`src/rtl/jump_pkg.sv`:
```
`default_nettype none
// ============================================================================
// Module   : jump_pkg
// Purpose  : Shared state encoding, default widths and saturating adder for
//            the jump trajectory generator and its controlling FSM.
// Revision : 1.0
// ============================================================================
package jump_pkg;

    typedef enum logic [1:0] {
        ST_IDLE   = 2'd0,
        ST_FLIGHT = 2'd1,
        ST_DONE   = 2'd2
    } jump_state_t;

    localparam int V_W_DEFAULT = 11;
    localparam int H_W_DEFAULT = 9;
    localparam int D_W_DEFAULT = 11;
    localparam int T_W_DEFAULT = 8;

    // Unsigned add clamped at max_val; a 33-bit sum keeps the carry visible.
    function automatic logic [31:0] sat_add(
        input logic [31:0] a,
        input logic [31:0] b,
        input logic [31:0] max_val
    );
        logic [32:0] sum;
        sum = {1'b0, a} + {1'b0, b};
        if (sum > {1'b0, max_val}) begin
            return max_val;
        end
        return sum[31:0];
    endfunction

endpackage
`default_nettype wire

```
`src/rtl/jump_trajectory_gen_if.sv`:
```
`default_nettype none
// ============================================================================
// Module   : jump_trajectory_gen_if
// Purpose  : Enable/velocity request and trajectory result bundle between the
//            jump FSM (master) and the trajectory generator (slave).
// Revision : 1.0
// ============================================================================
interface jump_trajectory_gen_if #(
    parameter int V_W = jump_pkg::V_W_DEFAULT,
    parameter int H_W = jump_pkg::H_W_DEFAULT,
    parameter int D_W = jump_pkg::D_W_DEFAULT,
    parameter int T_W = jump_pkg::T_W_DEFAULT
) ();

    logic           i_en;
    logic [V_W-1:0] i_v_init;
    logic [H_W-1:0] o_height;
    logic [D_W-1:0] o_dist;
    logic [T_W-1:0] o_ticks;
    logic           o_busy;
    logic           o_apex;
    logic           o_done;

    modport master (
        output i_en,
        output i_v_init,
        input  o_height,
        input  o_dist,
        input  o_ticks,
        input  o_busy,
        input  o_apex,
        input  o_done
    );

    modport slave (
        input  i_en,
        input  i_v_init,
        output o_height,
        output o_dist,
        output o_ticks,
        output o_busy,
        output o_apex,
        output o_done
    );

endinterface
`default_nettype wire

```
`src/rtl/jump_trajectory_gen_tick_edge.sv`:
```
`default_nettype none
// ============================================================================
// Module   : tick_edge
// Purpose  : Synchronises the divided-clock bit and emits a one-cycle pulse
//            per rising edge.
// Revision : 1.0
// ============================================================================
module tick_edge (
    input  wire logic clk_machine,
    input  wire logic rst_machine,
    input  wire logic i_tick_src,
    output logic      o_tick
);

    logic r_sync1;
    logic r_sync2;
    logic r_sync2_d;

    always_ff @(posedge clk_machine or posedge rst_machine) begin
        if (rst_machine) begin
            r_sync1   <= 1'b0;
            r_sync2   <= 1'b0;
            r_sync2_d <= 1'b0;
        end else begin
            r_sync1   <= i_tick_src;
            r_sync2   <= r_sync1;
            r_sync2_d <= r_sync2;
        end
    end

    assign o_tick = r_sync2 & ~r_sync2_d;

endmodule
`default_nettype wire

```
`src/rtl/jump_trajectory_gen.sv`:
```
`default_nettype none
// ============================================================================
// Module   : jump_trajectory_gen
// Purpose  : Ballistic jump integrator (height, distance, airtime) stepped by
//            rising edges of a slow divided-clock bit.
// Revision : 1.0
// ============================================================================
module jump_trajectory_gen
    import jump_pkg::*;
#(
    parameter int V_W     = V_W_DEFAULT,
    parameter int H_W     = H_W_DEFAULT,
    parameter int D_W     = D_W_DEFAULT,
    parameter int GRAVITY = 1,
    parameter int VX_STEP = 1,
    parameter int T_W     = T_W_DEFAULT
) (
    input  wire logic            clk_machine,
    input  wire logic            rst_machine,
    input  wire logic            i_tick_src,
    jump_trajectory_gen_if.slave bus
);

    localparam int                      S_W       = ((H_W > V_W) ? H_W : V_W) + 2;
    localparam logic signed [V_W+1:0]   C_GRAVITY = (V_W+2)'(GRAVITY);
    localparam logic signed [S_W-1:0]   C_H_MAX   = S_W'({H_W{1'b1}});
    localparam logic [31:0]             C_D_MAX   = 32'({D_W{1'b1}});
    localparam logic [31:0]             C_T_MAX   = 32'({T_W{1'b1}});
    localparam logic [31:0]             C_VX_STEP = 32'(VX_STEP);

    jump_state_t              r_state;
    jump_state_t              w_state_next;
    logic [H_W-1:0]           r_h;
    logic [H_W-1:0]           w_h_next;
    logic signed [V_W+1:0]    r_v;
    logic signed [V_W+1:0]    w_v_next;
    logic signed [V_W+1:0]    w_v_dec;
    logic [D_W-1:0]           r_d;
    logic [D_W-1:0]           w_d_next;
    logic [T_W-1:0]           r_t;
    logic [T_W-1:0]           w_t_next;
    logic                     r_apex;
    logic                     w_apex_next;
    logic                     w_tick;
    logic signed [S_W-1:0]    w_h_sum;
    logic                     w_land;
    logic                     w_apex_hit;

    tick_edge u_tick_edge (
        .clk_machine (clk_machine),
        .rst_machine (rst_machine),
        .i_tick_src  (i_tick_src),
        .o_tick      (w_tick)
    );

    // Height is unsigned; widen with zeros, velocity with its sign.
    assign w_h_sum    = $signed(S_W'(r_h)) + S_W'(r_v);
    assign w_v_dec    = r_v - C_GRAVITY;
    assign w_land     = w_h_sum[S_W-1] || (w_h_sum == '0);
    assign w_apex_hit = (!r_v[V_W+1] && (r_v != '0))
                     && (w_v_dec[V_W+1] || (w_v_dec == '0));

    always_ff @(posedge clk_machine or posedge rst_machine) begin
        if (rst_machine) begin
            r_state <= ST_IDLE;
            r_h     <= '0;
            r_v     <= '0;
            r_d     <= '0;
            r_t     <= '0;
            r_apex  <= 1'b0;
        end else begin
            r_state <= w_state_next;
            r_h     <= w_h_next;
            r_v     <= w_v_next;
            r_d     <= w_d_next;
            r_t     <= w_t_next;
            r_apex  <= w_apex_next;
        end
    end

    always_comb begin
        w_state_next = r_state;
        w_h_next     = r_h;
        w_v_next     = r_v;
        w_d_next     = r_d;
        w_t_next     = r_t;
        w_apex_next  = 1'b0;

        case (r_state)
            ST_IDLE: begin
                w_h_next = '0;
                w_d_next = '0;
                w_t_next = '0;
                // Any tick coinciding with the load cycle is deliberately dropped.
                if (bus.i_en) begin
                    w_v_next     = {2'b00, bus.i_v_init};
                    w_state_next = ST_FLIGHT;
                end
            end

            ST_FLIGHT: begin
                if (!bus.i_en) begin
                    w_h_next     = '0;
                    w_d_next     = '0;
                    w_t_next     = '0;
                    w_state_next = ST_IDLE;
                end else if (w_tick) begin
                    w_v_next    = w_v_dec;
                    w_d_next    = D_W'(sat_add(32'(r_d), C_VX_STEP, C_D_MAX));
                    w_t_next    = T_W'(sat_add(32'(r_t), 32'd1, C_T_MAX));
                    w_apex_next = w_apex_hit;
                    if (w_land) begin
                        w_h_next     = '0;
                        w_state_next = ST_DONE;
                    end else if (w_h_sum > C_H_MAX) begin
                        w_h_next = {H_W{1'b1}};
                    end else begin
                        w_h_next = w_h_sum[H_W-1:0];
                    end
                end
            end

            ST_DONE: begin
                w_h_next = '0;
                if (!bus.i_en) begin
                    w_d_next     = '0;
                    w_t_next     = '0;
                    w_state_next = ST_IDLE;
                end
            end

            default: begin
                w_h_next     = '0;
                w_d_next     = '0;
                w_t_next     = '0;
                w_state_next = ST_IDLE;
            end
        endcase
    end

    assign bus.o_height = r_h;
    assign bus.o_dist   = r_d;
    assign bus.o_ticks  = r_t;
    assign bus.o_busy   = (r_state == ST_FLIGHT);
    assign bus.o_apex   = r_apex;
    assign bus.o_done   = (r_state == ST_DONE);

endmodule
`default_nettype wire

```
`src/flat_wrapper.sv`:
```
// flat-port wrapper written by rule: the top's interface ports become plain ports
module jump_trajectory_gen_flat import jump_pkg::*;
#(
    parameter int V_W     = V_W_DEFAULT,
    parameter int H_W     = H_W_DEFAULT,
    parameter int D_W     = D_W_DEFAULT,
    parameter int GRAVITY = 1,
    parameter int VX_STEP = 1,
    parameter int T_W     = T_W_DEFAULT
)
  (clk_machine, rst_machine, i_tick_src, bus_i_en, bus_i_v_init, bus_o_height, bus_o_dist, bus_o_ticks, bus_o_busy, bus_o_apex, bus_o_done);
  jump_trajectory_gen_if #(.V_W(V_W), .H_W(H_W), .D_W(D_W), .T_W(T_W)) bus_i ();
  input  wire logic clk_machine;
  input  wire logic rst_machine;
  input  wire logic i_tick_src;
  input wire logic [$bits(bus_i.i_en)-1:0] bus_i_en;
  input wire logic [$bits(bus_i.i_v_init)-1:0] bus_i_v_init;
  output wire logic [$bits(bus_i.o_height)-1:0] bus_o_height;
  output wire logic [$bits(bus_i.o_dist)-1:0] bus_o_dist;
  output wire logic [$bits(bus_i.o_ticks)-1:0] bus_o_ticks;
  output wire logic [$bits(bus_i.o_busy)-1:0] bus_o_busy;
  output wire logic [$bits(bus_i.o_apex)-1:0] bus_o_apex;
  output wire logic [$bits(bus_i.o_done)-1:0] bus_o_done;
  assign bus_i.i_en = bus_i_en;
  assign bus_i.i_v_init = bus_i_v_init;
  assign bus_o_height = bus_i.o_height;
  assign bus_o_dist = bus_i.o_dist;
  assign bus_o_ticks = bus_i.o_ticks;
  assign bus_o_busy = bus_i.o_busy;
  assign bus_o_apex = bus_i.o_apex;
  assign bus_o_done = bus_i.o_done;
  jump_trajectory_gen #(.V_W(V_W), .H_W(H_W), .D_W(D_W), .GRAVITY(GRAVITY), .VX_STEP(VX_STEP), .T_W(T_W)) u_core (.clk_machine(clk_machine), .rst_machine(rst_machine), .i_tick_src(i_tick_src), .bus(bus_i));
endmodule
```
`config.mk`:
```
export PLATFORM = sky130hd
export DESIGN_NAME = jump_trajectory_gen_flat
export DESIGN_NICKNAME = d
export VERILOG_FILES = /design/src/rtl/jump_pkg.sv /design/src/rtl/jump_trajectory_gen_if.sv /design/src/rtl/jump_trajectory_gen_tick_edge.sv /design/src/rtl/jump_trajectory_gen.sv /design/src/flat_wrapper.sv
export SDC_FILE = /design/constraint.sdc
export NUM_CORES = 1
export LEC_CHECK = 0
export ABC_AREA = 1
export CORE_MARGIN = 2
export CORE_UTILIZATION = 45
export CTS_CLUSTER_DIAMETER = 120
export DETAILED_ROUTE_END_ITERATION = 8
export GPL_TIMING_DRIVEN = 0
export HOLD_SLACK_MARGIN = 0.02
export PLACE_DENSITY = 0.79
export SKIP_LAST_GASP = 1
export SYNTH_ARGS = -nofsm -noshare
export SYNTH_HDL_FRONTEND = slang
export SYNTH_SLANG_ARGS = --single-unit
```
`constraint.sdc`:
```
create_clock -name clk_machine -period 2.6 [get_ports clk_machine]
set_input_delay 0.52 -clock clk_machine [delete_from_list [all_inputs] [get_ports clk_machine]]
set_output_delay 0.52 -clock clk_machine [all_outputs]
set_load 0.05 [all_outputs]
```
# --- After elaboration in Yosys (flattened, before gate mapping) ---
# Cells that the tools add are included.
word_totals:
  regBits: 47
  inputBits: 15
  elab_cells: 77
op_classes:
  add_sub_neg: 4
  magnitude_cmp: 3
  n_eq_ne: 8
  muxes: 38
  n_bitwise: 2
  reduce_logical: 13
ops:
  columns: ["cell", "n"]
  rows:
  - ["$mux W11", 5]
  - ["$mux W9", 5]
  - ["$mux W8", 5]
  - ["$mux W13", 3]
  - ["$logic_not A13 Y1", 2]
  - ["$pmux W13 S2", 1]
  - ["$pmux W11 S2", 1]
  - ["$pmux W8 S2", 1]
  - ["$add A10 B13 Y13", 1]
  - ["$gt A13 B10 Y1 const B", 1]
  - ["$reduce_bool A13 Y1", 1]
  - ["$sub A13 B2 Y13 const B", 1]
  - ["$add A11 B1 Y12 const B", 1]
  - ["$gt A12 B11 Y1 const B", 1]
  - ["$mux W1", 11]
  - ["$mux W2", 5]
  - ["$add A8 B1 Y9 const B", 1]
  - ["$gt A9 B8 Y1 const B", 1]
  - ["$reduce_and A4 Y1", 2]
  - ["$ne A2 B2 Y1 const B", 3]
  - ["$ne A3 B2 Y1 const B", 2]
  - ["$pmux W2 S3", 1]
  - ["$eq A2 B1 Y1 const B", 1]
  - ["$eq A2 B2 Y1 const B", 1]
  - ["9 further kinds", 11]

# --- Longest topological paths before layout ---
# Gate-level depths: netlist (run 1).
depth:
  word_depth: 10
  depth_mapped: 16

# --- Modules after synthesis ---
# A second synthesis (run 1) with hierarchy kept.
unflattened:
  hier_cells: 493
  hier_area_um2: 3463.3
modules_own_cells:
  columns: ["mod", "instances", "cells_each", "area_each_um2", "seq_area_each_um2"]
  rows:
  - ["jump_trajectory_gen", 1, 487, 3374.5, 1101.1]
  - ["tick_edge", 1, 6, 88.8, 75.1]

# --- Least setup slack after synthesis (run 1) ---
# Ideal clock, no wire load.
synth_timing:
  path_type: "register to register"
  start: "reg u_core.r_h[0], in the netlist u_core.bus.o_height[0]"
  end: "reg u_core.r_state[0]"
  t_arrival_ps: 2252
  t_required_ps: 2483
  slack_ps: 231
  path_stages_with_launch: 15
  period_less_slack_ps: 2369
  path_cell_list: "dfrtp_1 ha_1 inv_1 fa_1 inv_1 nand3_1 nand3_1 xnor2_1 nand3_1 nor2_1 nand3_2 nand2_1 nand2_1 nand2_1 nand2_1"
synth_between:
  elab_chain_cells: 5
synth_rtl:
  columns: ["element", "line_no", "rtl"]
  rows:
  - ["from (decl)", "jump_trajectory_gen.sv:33", "logic [H_W-1:0] r_h;"]
  - ["from (signal assigned)", "jump_trajectory_gen.sv:73", "r_h <= w_h_next;"]
  - ["$add A10 B13 Y13 (*)", "jump_trajectory_gen.sv:57", "assign w_h_sum = $signed(S_W'(r_h)) + S_W'(r_v);"]
  - ["$logic_not A13 Y1", "jump_trajectory_gen.sv:59", "assign w_land = w_h_sum[S_W-1] || (w_h_sum == '0);"]
  - ["$logic_or A1 B1 Y1 (*)", "jump_trajectory_gen.sv:59", null]
  - ["$ne A3 B2 Y1 (no source line) (*)", null, null]
  - ["$reduce_and A4 Y1 (no source line) (*)", null, null]
  - ["to (signal assigned)", "jump_trajectory_gen.sv:72", "r_state <= w_state_next;"]
  - ["to (decl)", "jump_trajectory_gen.sv:31", "jump_state_t r_state;"]
# Mark *: on every way between the ends. The rest lies on a longest branch, timed or not.
# A chain may end at the register's enable or synchronous reset.

# --- Worst setup path in the final report (run 1) ---
layout_timing:
  start: "reg u_core.r_state[1]"
  end: "out bus_o_busy"
layout_between:
  elab_chain_cells: 1
layout_rtl:
  columns: ["element", "line_no", "rtl"]
  rows:
  - ["$eq A2 B1 Y1", "jump_trajectory_gen.sv:144", "assign bus.o_busy = (r_state == ST_FLIGHT);"]
  - ["to (decl)", "flat_wrapper.sv:21", "output wire logic [$bits(bus_i.o_busy)-1:0] bus_o_busy;"]
# No other way between the ends.

==> results.txt, run 1 <==
total count of hold-check failures in the final report = 0
total area of multi-input combinational cells = 1880 sq um
clock group share of total power = 14.9%
Clock Sink Count = 47
via count of the first global-routing pass = 3195
final routed DRC violation total = 0
proportion of layout cells with a drive suffix above 1 = 5.42%
Synth Register Bits = 47
pins over their slew limit = 0
starting density of the core = 46.3%
CTS tree = built
worst clock skew on the final layout = 9.31 ps
launching element type of the critical path = register
floorplan die area = 8180 sq um
period utilisation layout = 94.8%
x dimension of the die = 90.4 um
clock period minus worst slack = 2460 ps
top metal layer carrying routed signals = met4
largest stage delay on the critical path = 580 ps
finished layout cell area = 4110 sq um
average detailed-routed wire length per instance = 13.1 um
required time at the endpoint of the critical path = 2080 ps
net count after synthesis = 511
synthesis warning total = 0
highest clock frequency the design can meet = 0.406 GHz
peak supply drop = 440 uV
leak pwr = 0.00204 uW
first-pass detailed-route iteration total = 5
total routed wire length on the met1 layer = 3700 um
CP Buf/Inv Count = 4
slew margin rel. = 59.9%
Ports = 46
ant diodes = 0
Synth area leader = dfrtp_1
clock root cell = clkbuf_8
overall routed net length = 8280 um
sequential cell area = 1180 sq um
Via Count = 3340
sequential cell fraction of total power = 25.1%
Crit Path Class = reg -> out
PortBufs = 45
max-capacitance violation count = 0
Mapped Area = 3360 sq um
worst slack at placement = 100 ps
insertion delay of the later-clocked pin in the worst-skew pair = 310 ps
post-synthesis instance total = 480
H-tree Lvls = 2
async set-or-reset flop fraction in the synthesized netlist = 100%
Top FF cell, synth = dfrtp_1
most used standard cell by instance count after synthesis = nand2_1
synth unique cells = 35
leading cell types by total area after synthesis = dfrtp_1 35%, nand2_1 14%, inv_1 7.9%, nand3_1 6.0%, nor2_1 5.8%
total design power = 4420 uW
all-layer global routing usage = 20.7%
Std-Cell Core Area = 7250 sq um
Power per Cell Area = 1080 nW/um^2
combinational cell fraction of total power = 59.9%
Vert. Die Dim = 90.4 um
sequential cell area fraction in the yosys report = 35.0%
HPWL Detailed = 6190 um
synth-to-layout area growth = 22.2%
leading cell types by count after synthesis = 122 x nand2_1, 71 x inv_1, 52 x nor2_1
number of CTS-inserted buffers = 5
Avg Synthesized Cell Area = 7.00 sq um
number of antenna violations at the first check in global routing = 0
worst min-delay path class = reg -> reg
DR WL met2 = 4100 um
post-CTS clock slew at the launch and capture registers of the worst setup and hold paths = 100 ps
final setup TNS = 0 ps
number of nets in the layout = 565
slew at the pin closest to its max-slew limit = 602 ps
Worst EP arrival = 1940 ps
PnR worst setup slack = 136 ps
cts hold-fix bufs = 0
met3 wire length = 371 um
final weighted congestion of routability-driven global placement = 0.879
Vias/cell = 5.27
FP Rows = 31
Initial DRC Count = 185
maximum fanout along the worst path = 10
Antenna Nets Post-Route = 0
largest net degree at the start of global routing = 40
share of the synthesized area in the top cell type = 35.0%
internal power component = 2220 uW
final number of setup-violating endpoints = 0
wire length of the first global-routing pass = 14000 um
largest delay contributor family on the critical path = buffers and inverters
CP Capture Type = primary output
RSZ-0062 raised after global routing = false
switching power = 2200 uW
outcome = finished, final reports clean
fill cell count = 663
post-placement cell area = 3960 sq um
most used cell along the critical path = inv_1
critical-path cell list = inv_1 > nand2_1 > inv_1 > clkbuf_1 > dlygate4sd2_1
number of flops mapped to enable cells by yosys = 0
switching power as a share of total power = 49.8%
Slowest cell on crit path = dlygate4sd2_1
CTS max path bufs = 2
Congestion Overflow GR = 0
[layout by cell type, fill, tap and decap left out, types with 3 or more instances in the layout]
cell / n
xnor2_1: 4
o22ai_1: 8
clkdlybuf4s50_1: 44
o21ai_0: 29
buf_4: 3
o211ai_1: 3
a21boi_0: 5
dfrtp_1: 46
nand3_1: 40
o21bai_1: 9
ha_1: 14
nor2_1: 50
nand3_2: 6
nor2_2: 3
nor3_1: 6
inv_1: 70
nand2_1: 122
clkbuf_8: 5
a21oi_1: 15
clkbuf_1: 5
nand4_1: 6
xor2_1: 14
nand3b_1: 4
[logic make-up after synthesis]
logic type                 after synthesis  synth area share, %
and+or+nand+nor                        243                 31.5
DFF                                     47                 35.0
buffers and inverters                   81                 9.34
AOI/OAI and AO/OA                       75                 13.3
adders and majority gates               16                 6.18
xor gates and xnor gates                18                 4.69
[path summary, 6_finish.rpt]
| kind | from | end | slack, ps | cells after the start |
|---|---|---|---|---|
| worst max-delay path | u_core.r_state[1] | bus_o_busy | 140 | 5 |
| worst min-delay path | u_core.u_tick_edge.r_sync1 | u_core.u_tick_edge.r_sync2 | 360 | 0 |
| worst max register to register | u_core.r_v[0] | u_core.bus.o_height[0] | 230 | 14 |
| worst min register to register | u_core.u_tick_edge.r_sync1 | u_core.u_tick_edge.r_sync2 | 360 | 0 |
| max in group asynchronous | rst_machine | u_core.r_v[0] | 1660 | 3 |
| min in group asynchronous | rst_machine | u_core.bus.o_height[7] | 440 | 2 |
[per-layer routing]
layer  global-route usage, %  up-vias
met5                       0        -
li1                        -     1661
met1                    26.4     1565
met3                    3.34       12
met2                    36.3      102
met4                    6.15        0
[layout make-up]
| cell class | instances | share of cell area (%) |
|---|---|---|
| repair buffers | 47 | 11.6 |
| clock inverters | 3 | 1.65 |
| clock buffers | 5 | 1.68 |
| inverters | 72 | 6.58 |
| multi-input cells | 352 | 45.7 |
| flip-flops and latches | 47 | 28.7 |
| well taps | 99 | 3.02 |
| plain buffers | 9 | 1.07 |
[power groups by stage]
stage / logic [uW] / clock network (uW) / registers (uW)
after global routing: 2960 / 695 / 1140
after global placement: 2520 / 0 / 1110
after detailed placement: 2580 / 0 / 1120
after floorplan: 1740 / 0 / 1320
after CTS: 2590 / 670 / 1110
final: 2650 / 661 / 1110
[sequential cells by signal (all words and copies together), names as in the netlist]
register	flops
u_core.r_v	13
u_core.bus.o_dist	11
u_core.bus.o_height	9
u_core.bus.o_ticks	8
u_core.r_state	2
u_core.bus.o_apex	1
u_core.u_tick_edge.r_sync1	1
u_core.u_tick_edge.r_sync2	1
u_core.u_tick_edge.r_sync2_d	1
[stage by stage]
| stage | instances | util (%) | hold slack [ps] |
|---|---|---|---|
| final | 634 | 56.6 | 359 |
| after CTS | 633 | 56.4 | 361 |
| after detailed placement | 625 | 54.5 | 340 |
| after global placement | 624 | 54.3 | 336 |
| after floorplan | 480 | - | 331 |
| after global routing | 634 | 56.6 | 375 |
[timing repair]
action | in CTS | in global routing
setup endpoints to repair | 1 | 11
gates resized for setup | 1 | 4
buffers inserted | 0 | 1
[worst reg2reg max path: stages, from the launching register on]
cell and delay, ps:
dfrtp_2 420, ha_2 230, inv_1 60, fa_1 410, inv_1 120, nand3_1 80, nand3_1 110, nand3_1 110
nand2_1 80, nand2_1 50, nand2_1 90, nor2_2 60, nand3_2 70, nand3_2 200, o21bai_1 220
(Power assumes the default switching activity.)
==> run 2, diff against run 1 <==
--- a/config.mk
+++ b/config.mk
@@ -13,6 +13,7 @@
 export GPL_TIMING_DRIVEN = 0
 export HOLD_SLACK_MARGIN = 0.02
 export PLACE_DENSITY = 0.79
+export SKIP_CTS_REPAIR_TIMING = 1
 export SKIP_LAST_GASP = 1
 export SYNTH_ARGS = -nofsm -noshare
 export SYNTH_HDL_FRONTEND = slang
==> constraint.sdc (replaced) <==
create_clock -name clk_machine -period 2.8 [get_ports clk_machine]
set_input_delay 0.56 -clock clk_machine [delete_from_list [all_inputs] [get_ports clk_machine]]
set_output_delay 0.56 -clock clk_machine [all_outputs]
set_load 0.05 [all_outputs]
==> run 2 against run 1 <==
Net effect: worst setup slack improved by 200 ps; count of clock-buffer cells in the layout did not move; cell count fell by 0.16%; combinational power fell by 8.7%; sequential power fell by 7%; critical endpoint is now u_core.r_state[0]; largest cell class unchanged.
==> results.txt, run 2 (synthesized netlist as in run 1, its figures left out) <==
outcome = finished, final reports clean
insertion delay of the later-clocked pin in the worst-skew pair = 310 ps
clock group share of total power = 15.1%
share of the core filled with cells = 56.4%
cells on worst reg2reg path = 14
CP Buf/Inv Count = 2
post-placement cell area = 3960 sq um
sequential cell fraction of total power = 25.3%
overall routed net length = 8210 um
slew margin rel. = 60.8%
register bank with the most flops = u_core.r_v
x dimension of the die = 90.4 um
all-layer global routing usage = 20.7%
worst slack at placement = 260 ps
largest delay contributor family on the critical path = simple AND/OR/NAND/NOR gates
capture endpoint of the worst hold path = u_core.u_tick_edge.r_sync2
Std-Cell Core Area = 7250 sq um
via count of the first global-routing pass = 3193
peak supply drop = 407 uV
PortBufs = 45
startpoint of the worst register-to-register path = u_core.r_v[0]
proportion of layout cells with a drive suffix above 1 = 4.49%
Hold Crit Start = u_core.u_tick_edge.r_sync1
maximum fanout along the worst path = 6
Power per Cell Area = 993 nW/um^2
final routed DRC violation total = 0
clock root cell = clkbuf_8
switching power as a share of total power = 49.7%
launching element type of the critical path = register
number of antenna violations at the first check in global routing = 0
highest-count cells in the layout ignoring fill and taps = 122 x nand2_1, 70 x inv_1, 52 x nor2_1
Congestion Overflow GR = 0
pins over their slew limit = 0
average detailed-routed wire length per instance = 13.0 um
total count of hold-check failures in the final report = 0
FP Rows = 31
period utilisation layout = 87.9%
PnR worst setup slack = 338 ps
final number of setup-violating endpoints = 0
finished layout cell area = 4090 sq um
Crit Path Class = reg -> reg
flip-flop count of the largest register, all copies and words added = 13
Ports = 46
synth-to-layout area growth = 21.8%
highest clock frequency the design can meet = 0.406 GHz
combinational cell fraction of total power = 59.6%
floorplan die area = 8180 sq um
H-tree Lvls = 2
number of nets in the layout = 564
RSZ-0062 raised after global routing = false
leak pwr = 0.00205 uW
first-pass detailed-route iteration total = 5
total placed cells including tap cells = 625
HPWL Detailed = 6190 um
clock period minus worst slack = 2460 ps
Vert. Die Dim = 90.4 um
most frequent standard cell in the layout excluding fill and tap cells = nand2_1
Clock Sink Count = 47
ant diodes = 0
Initial DRC Count = 182
switching power = 2020 uW
largest stage delay on the critical path = 460 ps
slew at the pin closest to its max-slew limit = 589 ps
R2R Path End = u_core.r_state[0]
final weighted congestion of routability-driven global placement = 0.879
Worst EP arrival = 2670 ps
CTS tree = built
hold path depth = 0
starting density of the core = 46.3%
wire length of the first global-routing pass = 14000 um
Slowest cell on crit path = dfrtp_1
reg2reg setup slack = 340 ps
worst min-delay path class = reg -> reg
required time at the endpoint of the critical path = 3010 ps
max-capacitance violation count = 0
CTS max path bufs = 2
CP Capture Type = register
Via Count = 3351
Antenna Nets Post-Route = 0
internal power component = 2050 uW
final non-filler cell total = 633
critical-path cell list = ha_1 > inv_1 > fa_1 > inv_1 > nand3_1 > nand3_1 > xnor2_1 > nand3_1 > nor2_1 > nand3_2 > nand2_1 > nand2_1 > nand2_1 > nand2_1
largest net degree at the start of global routing = 40
post-CTS clock slew at the launch and capture registers of the worst setup and hold paths = 100 ps
Vias/cell = 5.29
worst clock skew on the final layout = 11.9 ps
most used cell along the critical path = nand2_1
number of CTS-inserted buffers = 5
## run 2: layout make-up
cell class / instances / area (sq um)
tap: 99 / 124
multi-input combinational: 352 / 1870
sequential: 47 / 1180
inverter: 72 / 270
buffer: 9 / 43.8
clock buffer: 5 / 68.8
fill: 662 / 3160
timing repair buffer: 46 / 473
clock inverter: 3 / 67.6
## run 2: worst max path at each step
stage                                      start                          to  cells past startpoint
after CTS                      u_core.r_state[1]                  bus_o_busy                      5
after global placement               rst_machine  u_core.u_tick_edge.r_sync1                      2
after floorplan           u_core.bus.o_height[0]           u_core.r_state[0]                     14
after global routing               u_core.r_v[0]           u_core.r_state[0]                     15
after detailed placement                bus_i_en      u_core.bus.o_height[0]                      9
final                              u_core.r_v[0]           u_core.r_state[0]                     14
## run 2: stage by stage
stage | hold WS [ps] | power [uW] | TNS (ps)
global route | 375 | 4420 | 0
finish | 359 | 4070 | 0
CTS | 361 | 4060 | -15.2
global placement | 336 | 3380 | 0
detailed placement | 340 | 3430 | 0
floorplan | 331 | 2840 | 0
## run 2: worst register-to-register path: cells and delay by family (launching register included)
family	cells	cell delay (ps)
AND/OR/NAND/NOR	9	880
adder cells (fa/ha/maj)	2	680
buffers and inverters	2	190
XOR/XNOR	1	160
flip-flops	1	460
## run 2: power groups by stage
stage / Clock, uW / Sequential, uW / Combinational [uW]
floorplan: 0 / 1230 / 1610
global placement: 0 / 1030 / 2340
detailed placement: 0 / 1040 / 2400
CTS: 622 / 1030 / 2410
global route: 645 / 1060 / 2720
finish: 615 / 1030 / 2420
## run 2: layer usage
layer | wire length, um | global-route usage (%) | share of wire [%]
met4 | 109 | 6.15 | 1.3
met1 | 3640 | 26.5 | 44
met3 | 431 | 3.34 | 5.2
met2 | 4040 | 36.2 | 49
met5 | 0 | 0 | 0
